### config.mk
export PLATFORM = sky130hd
export DESIGN_NAME = vga_stream_controller
export DESIGN_NICKNAME = d
export VERILOG_FILES = /design/src/rtl/vga_pkg.sv /design/src/rtl/vga_sync_gen.sv /design/src/rtl/vga_stream_controller.sv
export SDC_FILE = /design/constraint.sdc
export NUM_CORES = 1
export LEC_CHECK = 0
export CAP_MARGIN = 20
export CORE_ASPECT_RATIO = 0.7
export CORE_UTILIZATION = 44
export DETAILED_ROUTE_END_ITERATION = 10
export MAX_ROUTING_LAYER = met4
export PLACE_DENSITY = 0.85
export SKIP_CTS_REPAIR_TIMING = 1
export SLEW_MARGIN = 0
export SYNTH_ARGS = -nofsm -noshare
export SYNTH_HDL_FRONTEND = slang
export SYNTH_SLANG_ARGS = --single-unit
### constraint.sdc
create_clock -name iVGA_CLK -period 1.5 [get_ports iVGA_CLK]
set_input_delay 0.15 -clock iVGA_CLK [delete_from_list [all_inputs] [get_ports iVGA_CLK]]
set_output_delay 0.15 -clock iVGA_CLK [all_outputs]
set_load 0.005 [all_outputs]
### src/rtl/vga_pkg.sv
// Shared VGA timing defaults, period/width helpers, colour-bar masks and the pipeline record.
package vga_pkg;

   localparam int unsigned DEF_H_ACTIVE = 640;
   localparam int unsigned DEF_H_FP     = 16;
   localparam int unsigned DEF_H_SYNC   = 96;
   localparam int unsigned DEF_H_BP     = 48;
   localparam int unsigned DEF_V_ACTIVE = 480;
   localparam int unsigned DEF_V_FP     = 10;
   localparam int unsigned DEF_V_SYNC   = 2;
   localparam int unsigned DEF_V_BP     = 33;

   // Per-pixel flags carried from the request stage to the output register.
   typedef struct packed {
      logic       vis;
      logic       hs;
      logic       vs;
      logic       tp;
      logic [2:0] bar;
   } pipe_t;

   function automatic int unsigned period(input int unsigned active, input int unsigned fp,
                                          input int unsigned sync, input int unsigned bp);
      return active + fp + sync + bp;
   endfunction

   function automatic int unsigned coord_w(input int unsigned total);
      return $clog2(total);
   endfunction

   // {R,G,B} on/off per bar, left to right.
   function automatic logic [2:0] bar_mask(input logic [2:0] idx);
      logic [2:0] mask;
      unique case (idx)
         3'd0:    mask = 3'b111;
         3'd1:    mask = 3'b110;
         3'd2:    mask = 3'b011;
         3'd3:    mask = 3'b010;
         3'd4:    mask = 3'b101;
         3'd5:    mask = 3'b100;
         3'd6:    mask = 3'b001;
         default: mask = 3'b000;
      endcase
      return mask;
   endfunction

endpackage

### src/rtl/vga_sync_gen.sv
// h/v raster counters with registered request-stage coordinates, raw syncs and frame start.
module vga_sync_gen
   import vga_pkg::*;
#(
   parameter int unsigned H_ACTIVE = DEF_H_ACTIVE,
   parameter int unsigned H_FP     = DEF_H_FP,
   parameter int unsigned H_SYNC   = DEF_H_SYNC,
   parameter int unsigned H_BP     = DEF_H_BP,
   parameter int unsigned V_ACTIVE = DEF_V_ACTIVE,
   parameter int unsigned V_FP     = DEF_V_FP,
   parameter int unsigned V_SYNC   = DEF_V_SYNC,
   parameter int unsigned V_BP     = DEF_V_BP,
   parameter int unsigned XW       = coord_w(period(H_ACTIVE, H_FP, H_SYNC, H_BP)),
   parameter int unsigned YW       = coord_w(period(V_ACTIVE, V_FP, V_SYNC, V_BP))
) (
   input  logic          iVGA_CLK,
   input  logic          iRST_n,
   output logic [XW-1:0] x,
   output logic [YW-1:0] y,
   output logic          req,
   output logic          hs,
   output logic          vs,
   output logic          frame_start
);

   localparam int unsigned H_TOTAL  = period(H_ACTIVE, H_FP, H_SYNC, H_BP);
   localparam int unsigned V_TOTAL  = period(V_ACTIVE, V_FP, V_SYNC, V_BP);
   localparam int unsigned HS_START = H_ACTIVE + H_FP;
   localparam int unsigned VS_START = V_ACTIVE + V_FP;

   logic [XW-1:0] h_q;
   logic [YW-1:0] v_q;

   always_ff @(posedge iVGA_CLK or negedge iRST_n) begin
      if (!iRST_n) begin
         h_q         <= '0;
         v_q         <= '0;
         x           <= '0;
         y           <= '0;
         req         <= 1'b0;
         hs          <= 1'b0;
         vs          <= 1'b0;
         frame_start <= 1'b0;
      end else begin
         x           <= h_q;
         y           <= v_q;
         req         <= (32'(h_q) < H_ACTIVE) && (32'(v_q) < V_ACTIVE);
         hs          <= (32'(h_q) >= HS_START) && (32'(h_q) < HS_START + H_SYNC);
         vs          <= (32'(v_q) >= VS_START) && (32'(v_q) < VS_START + V_SYNC);
         frame_start <= (h_q == '0) && (v_q == '0);
         if (32'(h_q) == H_TOTAL - 1) begin
            h_q <= '0;
            v_q <= (32'(v_q) == V_TOTAL - 1) ? '0 : v_q + YW'(1);
         end else begin
            h_q <= h_q + XW'(1);
         end
      end
   end

endmodule

### src/rtl/vga_stream_controller.sv
// VGA controller: (x,y) requests, SRC_LAT-aligned colour return, HS/VS/BLANK aligned to colour.
// Define VGA_TEST_PATTERN_EN to add iTP_SEL and internal 8-bar colour pattern.
module vga_stream_controller
   import vga_pkg::*;
#(
   parameter int unsigned H_ACTIVE = DEF_H_ACTIVE,
   parameter int unsigned H_FP     = DEF_H_FP,
   parameter int unsigned H_SYNC   = DEF_H_SYNC,
   parameter int unsigned H_BP     = DEF_H_BP,
   parameter int unsigned V_ACTIVE = DEF_V_ACTIVE,
   parameter int unsigned V_FP     = DEF_V_FP,
   parameter int unsigned V_SYNC   = DEF_V_SYNC,
   parameter int unsigned V_BP     = DEF_V_BP,
   parameter bit          HS_POL   = 1'b0,
   parameter bit          VS_POL   = 1'b0,
   parameter int unsigned COLOR_W  = 4,
   parameter int unsigned SRC_LAT  = 2,
   localparam int unsigned XW      = coord_w(period(H_ACTIVE, H_FP, H_SYNC, H_BP)),
   localparam int unsigned YW      = coord_w(period(V_ACTIVE, V_FP, V_SYNC, V_BP))
) (
   input  logic                 iVGA_CLK,
   input  logic                 iRST_n,
   output logic [XW-1:0]        oX,
   output logic [YW-1:0]        oY,
   output logic                 oPIX_REQ,
`ifdef VGA_TEST_PATTERN_EN
   input  logic                 iTP_SEL,
`endif
   input  logic [3*COLOR_W-1:0] iPIX_RGB,
   output logic [COLOR_W-1:0]   oVGA_R,
   output logic [COLOR_W-1:0]   oVGA_G,
   output logic [COLOR_W-1:0]   oVGA_B,
   output logic                 oHS,
   output logic                 oVS,
   output logic                 oBLANK_n,
   output logic                 oFRAME_START
);

   logic  hs_raw, vs_raw;
   pipe_t req_stage, out_stage;

   vga_sync_gen #(
      .H_ACTIVE (H_ACTIVE),
      .H_FP     (H_FP),
      .H_SYNC   (H_SYNC),
      .H_BP     (H_BP),
      .V_ACTIVE (V_ACTIVE),
      .V_FP     (V_FP),
      .V_SYNC   (V_SYNC),
      .V_BP     (V_BP),
      .XW       (XW),
      .YW       (YW)
   ) u_sync_gen (
      .iVGA_CLK    (iVGA_CLK),
      .iRST_n      (iRST_n),
      .x           (oX),
      .y           (oY),
      .req         (oPIX_REQ),
      .hs          (hs_raw),
      .vs          (vs_raw),
      .frame_start (oFRAME_START)
   );

`ifdef VGA_TEST_PATTERN_EN
   localparam int unsigned BAR_W = H_ACTIVE / 8;
`endif

   always_comb begin
      req_stage     = '0;
      req_stage.vis = oPIX_REQ;
      req_stage.hs  = hs_raw;
      req_stage.vs  = vs_raw;
`ifdef VGA_TEST_PATTERN_EN
      req_stage.tp  = iTP_SEL;
      // Bar 7 has no upper bound, so it absorbs the H_ACTIVE % 8 remainder.
      for (int i = 1; i < 8; i++) begin
         if (32'(oX) >= 32'(i) * BAR_W) req_stage.bar = 3'(i);
      end
`endif
   end

   if (SRC_LAT == 0) begin : g_no_delay
      assign out_stage = req_stage;
   end else begin : g_delay
      pipe_t dly_q [SRC_LAT];

      always_ff @(posedge iVGA_CLK or negedge iRST_n) begin
         if (!iRST_n) begin
            for (int i = 0; i < int'(SRC_LAT); i++) dly_q[i] <= '0;
         end else begin
            dly_q[0] <= req_stage;
            for (int i = 1; i < int'(SRC_LAT); i++) dly_q[i] <= dly_q[i-1];
         end
      end

      assign out_stage = dly_q[SRC_LAT-1];
   end

   logic [2:0]           mask;
   logic [3*COLOR_W-1:0] rgb_d;

   always_comb begin
      mask  = bar_mask(out_stage.bar);
      rgb_d = '0;
      if (out_stage.vis) begin
         if (out_stage.tp) begin
            rgb_d = {{COLOR_W{mask[2]}}, {COLOR_W{mask[1]}}, {COLOR_W{mask[0]}}};
         end else begin
            rgb_d = iPIX_RGB;
         end
      end
   end

   always_ff @(posedge iVGA_CLK or negedge iRST_n) begin
      if (!iRST_n) begin
         oVGA_R   <= '0;
         oVGA_G   <= '0;
         oVGA_B   <= '0;
         oHS      <= ~HS_POL;
         oVS      <= ~VS_POL;
         oBLANK_n <= 1'b0;
      end else begin
         {oVGA_R, oVGA_G, oVGA_B} <= rgb_d;
         oHS      <= out_stage.hs ? HS_POL : ~HS_POL;
         oVS      <= out_stage.vs ? VS_POL : ~VS_POL;
         oBLANK_n <= out_stage.vis;
      end
   end

endmodule

# Word-level counts from Yosys, hierarchy flattened
# Cells that the tools add are included.
# word_totals
register_bits,65
latchBits,0
mem_bits_rw,0
mem_bits_ro,0
in_bits,14
out_inout_bits,37
word_cells,41
memories,0
# op_classes
add_sub_neg,2
mul,0
n_div,0
order_cmp,6
n_eq_ne,2
shift,0
n_mux,5
bitwise_logic,0
n_reduce_logical,6
# op_table
operator,count
$add A10 B1 Y10 const B,2
$eq A10 B10 Y1 const B,2
$logic_not A10 Y1,2
$lt A10 B10 Y1 const B,2
$lt A10 B9 Y1 const B,2
$mux W10,2
$mux W12,1
$ge A10 B10 Y1 const B,1
$ge A10 B9 Y1 const B,1
$logic_and A1 B1 Y1,4
$mux W1,2

# Logic depth before layout (Yosys ltp)
# depth
ltp_word,2
mapped_depth,6

# Cells and area by module
# A second synthesis with hierarchy kept.
# unflattened
cells_unflattened,170
area_unflattened_um2,2302.2
# by_module_without_submodules
module,n_inst,cells_per_inst,area_each_um2,seq_area_each_um2
vga_sync_gen,1,134,1670.4,1101.1
vga_stream_controller,1,36,631.9,528.0

# Least setup slack after synthesis
# No wires, ideal clock.
# synth_path
path_kind,register to register
start,register u_sync_gen.h_q[5]
end,register u_sync_gen.v_q[9]
setup_ns,0.077
arrival_time_ns,1.410
required_ns,1.423
setup_slack_ns,0.013
path_stages_with_launch,5
synth_period_minus_slack_ns,1.487
path_cell_list,dfrtp_1 > nor4b_4 > nand4_2 > or3_1 > a21oi_1
# synth_via
elab_chain_cells,1
# synth_rtl
item,line_no,rtl
from (decl),vga_sync_gen.sv:31,logic [XW-1:0] h_q;
from (signal assigned),vga_sync_gen.sv:55,h_q <= h_q + XW'(1);
$eq A10 B10 Y1,vga_sync_gen.sv:51,if (32'(h_q) == H_TOTAL - 1) begin
to (signal assigned),vga_sync_gen.sv:53,v_q <= (32'(v_q) == V_TOTAL - 1) ? '0 : v_q + YW'(1);
to (decl),vga_sync_gen.sv:32,logic [YW-1:0] v_q;
# Every way passes these cells.
# A chain may end at the register's enable or synchronous reset.

# Worst setup path after layout
# layout_path
start,register u_sync_gen.h_q[7]
end,register u_sync_gen.v_q[9]
# Same word-level chain as after synthesis.

==> metrics.md <==
| Metric | Value |
|---|---|
| H-tree levels | 3 |
| Seq pwr share | 0.501 |
| Final setup violating endpoints | 0 |
| # rows | 21 |
| CP Cell Sequence | nor4b_4, nand4_2, or3_1, a21oi_1 |
| R2R Path Start | u_sync_gen.h_q[7] |
| Peak VDD IR | 0.687 mV |
| # nets final | 275 |
| Avg Cell Area, Syn | 13.5 um^2 |
| Fill count | 368 |
| CTS clk-pin slew, worst paths | 0.07 ns |
| Final ANT Viol Nets | 0 |
| Hold Crit Class | reg -> reg |
| Clk root buf | clkbuf_8 |
| Area share of the largest cell type after synthesis | 0.680 |
| Number of synthesized flops with an enable pin | 0 |
| Slew margin rel. | 0.732 |
| DIE WIDTH | 88.8 um |
| Die area | 0.00557 mm^2 |
| Hold Violations, Final | 0 |
| Die Y | 62.7 um |
| CP max FO | 4 |
| Vias in the first global route | 1639 |
| Tmin final | 1.49 ns |
| Post-synth design cell area | 0.00232 mm^2 |
| Synth Register Bits | 65 |
| Initial DRC count | 57 |
| Logic pwr share | 0.033 |
| Post-placement cell count | 311 |
| Core area | 0.00491 mm^2 |
| Post-Route WL | 4850 um |
| Synth unique cells | 32 |
| Layout cells sized above 1 | 0.234 |
| Vias per Instance | 4.92 |
| Req. time, crit path | 1.77 ns |
| Vias | 1625 |
| Antenna Cells | 0 |
| Pwr dens | 1040 mW/mm^2 |
| Startpoint types | register |
| Top cells by count, synth | dfrtp_1 (63), and2_1 (14), nand3_1 (11), o21ai_0 (9), nand2_1 (7) |
| Setup TNS | 0 ns |
| Post-synth ARST share | 1.00 |
| First-pass GRT wire length | 7900 um |
| Critical path arrival | 1.76 ns |
| Sw frac | 0.203 |
| Gr usage total | 0.204 |
| Top delay family on crit path | simple AND/OR/NAND/NOR gates |
| Synth warn | 0 |
| Initial antenna violation count | 0 |
| GP Congestion | 0.818 |
| Worst Skew | 0.00664 ns |
| Synth area leader | dfrtp_1 |
| Clock power share | 0.466 |
| Period Utilization, post-route | 0.994 |
| Starting Density | 0.472 |
| Io pins | 51 |
| GRT overflow | 0 |
| Maxcap violations | 0 |
| Psw | 0.717 mW |
| Buf/Inv on CP | 0 |
| Worst Setup End Kind | register |
| Fin cells | 330 |
| WS Path Type | reg -> reg |
| Area grow syn2layout | 46.3% |
| Ys flop type | dfrtp_1 |
| Outcome | finished, final reports clean |
| Crit-path max cell delay | 0.42 ns |
| LEAKAGE | 1.55 nW |
| TritonCTS clock tree | done |
| Hold slack final | 0.351 ns |
| Pint | 2.82 mW |
| Worst path slowest cell | dfrtp_1 |
| Max Slew Vio Count | 0 |
| Post-Synthesis Cells | 172 |
| DRC Markers | 0 |
| Pin count of the biggest net entering global routing | 34 |
| Avg WL per Cell | 14.7 um |
| Buffers on Ports | 50 |
| Hpwl dp | 3340 um |
| Min-delay src | g_delay.dly_q[11] |
| RSZ-0062 raised after global routing | true |
| Synth area leaders | dfrtp_1 (68%), and2_1 (3.8%), ha_1 (2.7%), nand3_1 (2.4%), dfstp_2 (2.3%) |
| Max Freq | 0.670 GHz |
| Number of CTS-inserted buffers | 9 |
| Detailed Routing Iterations Pass 1 | 5 |
| Sequential element share of the synthesized area | 0.703 |
| Max clock buf depth | 2 |
| Mapped Nets | 191 |
| Clk_lat worst skew | 0.34 ns |
| Clk sinks | 65 |
| Crit path launch | u_sync_gen.h_q[7] |
| Measured slew at the worst slew-check pin | 0.401 ns |
| Dominant cell by count in the synthesized netlist | dfrtp_1 |
## per-layer routing
layer / routed length (um) / vias up / global-route usage / share of wire
li1: - / 762 / - / -
met1: 2210 / 790 / 0.264 / 0.46
met2: 2190 / 64 / 0.286 / 0.45
met3: 385 / 9 / 0.104 / 0.079
met4: 60 / 0 / 0.0504 / 0.012
met5: 0 / - / - / 0
## layout by cell type (no fill, tap or decap), types with 3 or more instances in the layout
| cell type | n |
|---|---|
| nand2b_1 | 3 |
| a21oi_1 | 3 |
| clkdlybuf4s50_1 | 47 |
| clkinv_4 | 3 |
| buf_4 | 25 |
| xor2_1 | 4 |
| nand3_1 | 9 |
| ha_1 | 4 |
| and2_1 | 14 |
| nand2_1 | 7 |
| dfrtp_1 | 62 |
| nor2_1 | 5 |
| inv_1 | 6 |
| and4_1 | 3 |
| nand4_1 | 3 |
| clkbuf_8 | 10 |
| and3_1 | 3 |
| xnor2_1 | 6 |
| nor4_1 | 3 |
| o21ai_0 | 6 |
## power by group through the flow
stage          combinational [mW]  clock [mW]  sequential, mW
2_1_floorplan              0.0109           0            1.81
3_3_place_gp                0.114           0            1.81
3_5_place_dp                0.117           0            1.81
4_1_cts                     0.118        1.70            1.77
5_1_grt                     0.133        1.79            1.77
6_report                    0.116        1.65            1.77
## through the flow
| stage | setup WS [ns] | power (mW) | instance area (um^2) | util |
|---|---|---|---|---|
| 2_1_floorplan | 0.0130 | 1.82 | 2320 | - |
| 3_3_place_gp | 0.0732 | 1.92 | 3060 | 0.623 |
| 3_5_place_dp | 0.00529 | 1.92 | 3060 | 0.623 |
| 4_1_cts | -0.0392 | 3.59 | 3290 | 0.669 |
| 5_1_grt | -0.0973 | 3.70 | 3390 | 0.690 |
| 6_report | 0.00851 | 3.54 | 3390 | 0.690 |
## sequential cells by signal, summed over array words and instances, names as in the netlist, 4 cells and up
name and flops:
oVGA_B 4, u_sync_gen.h_q 10, u_sync_gen.v_q 10, u_sync_gen.y 10, g_delay.dly_q 6, u_sync_gen.x 10, oVGA_R 4, oVGA_G 4
## path summary, 6_finish.rpt
check                                         end  slack (ns)  depth (start not counted)
worst max-delay path            u_sync_gen.v_q[9]       0.009                          4
worst min-delay path             g_delay.dly_q[4]        0.35                          0
worst max register to register  u_sync_gen.v_q[9]       0.009                          4
worst min register to register   g_delay.dly_q[4]        0.35                          0
max in group asynchronous                     oHS        0.81                          3
min in group asynchronous        g_delay.dly_q[6]        0.37                          3
## cell type report
cell class | count | area [um^2] | area share
Multi-Input combinational cell | 97 | 714 | 0.211
Timing Repair Buffer | 77 | 709 | 0.209
Tap cell | 69 | 86.3 | 0.0255
Clock inverter | 6 | 91.3 | 0.0269
Clock buffer | 10 | 138 | 0.0406
Inverter | 6 | 22.5 | 0.00664
Sequential cell | 65 | 1630 | 0.481
## kinds of logic (layout without fill, tap and decap cells)
kind of cell,Yosys count,count (layout),synth area share
compound gates,16,16,0.0383
xor+xnor,10,10,0.0378
fa+ha+maj,5,5,0.0270
buf+inv,10,99,0.0183
flops,65,65,0.703
simple gates,66,66,0.176
(Power assumes the default switching activity.)
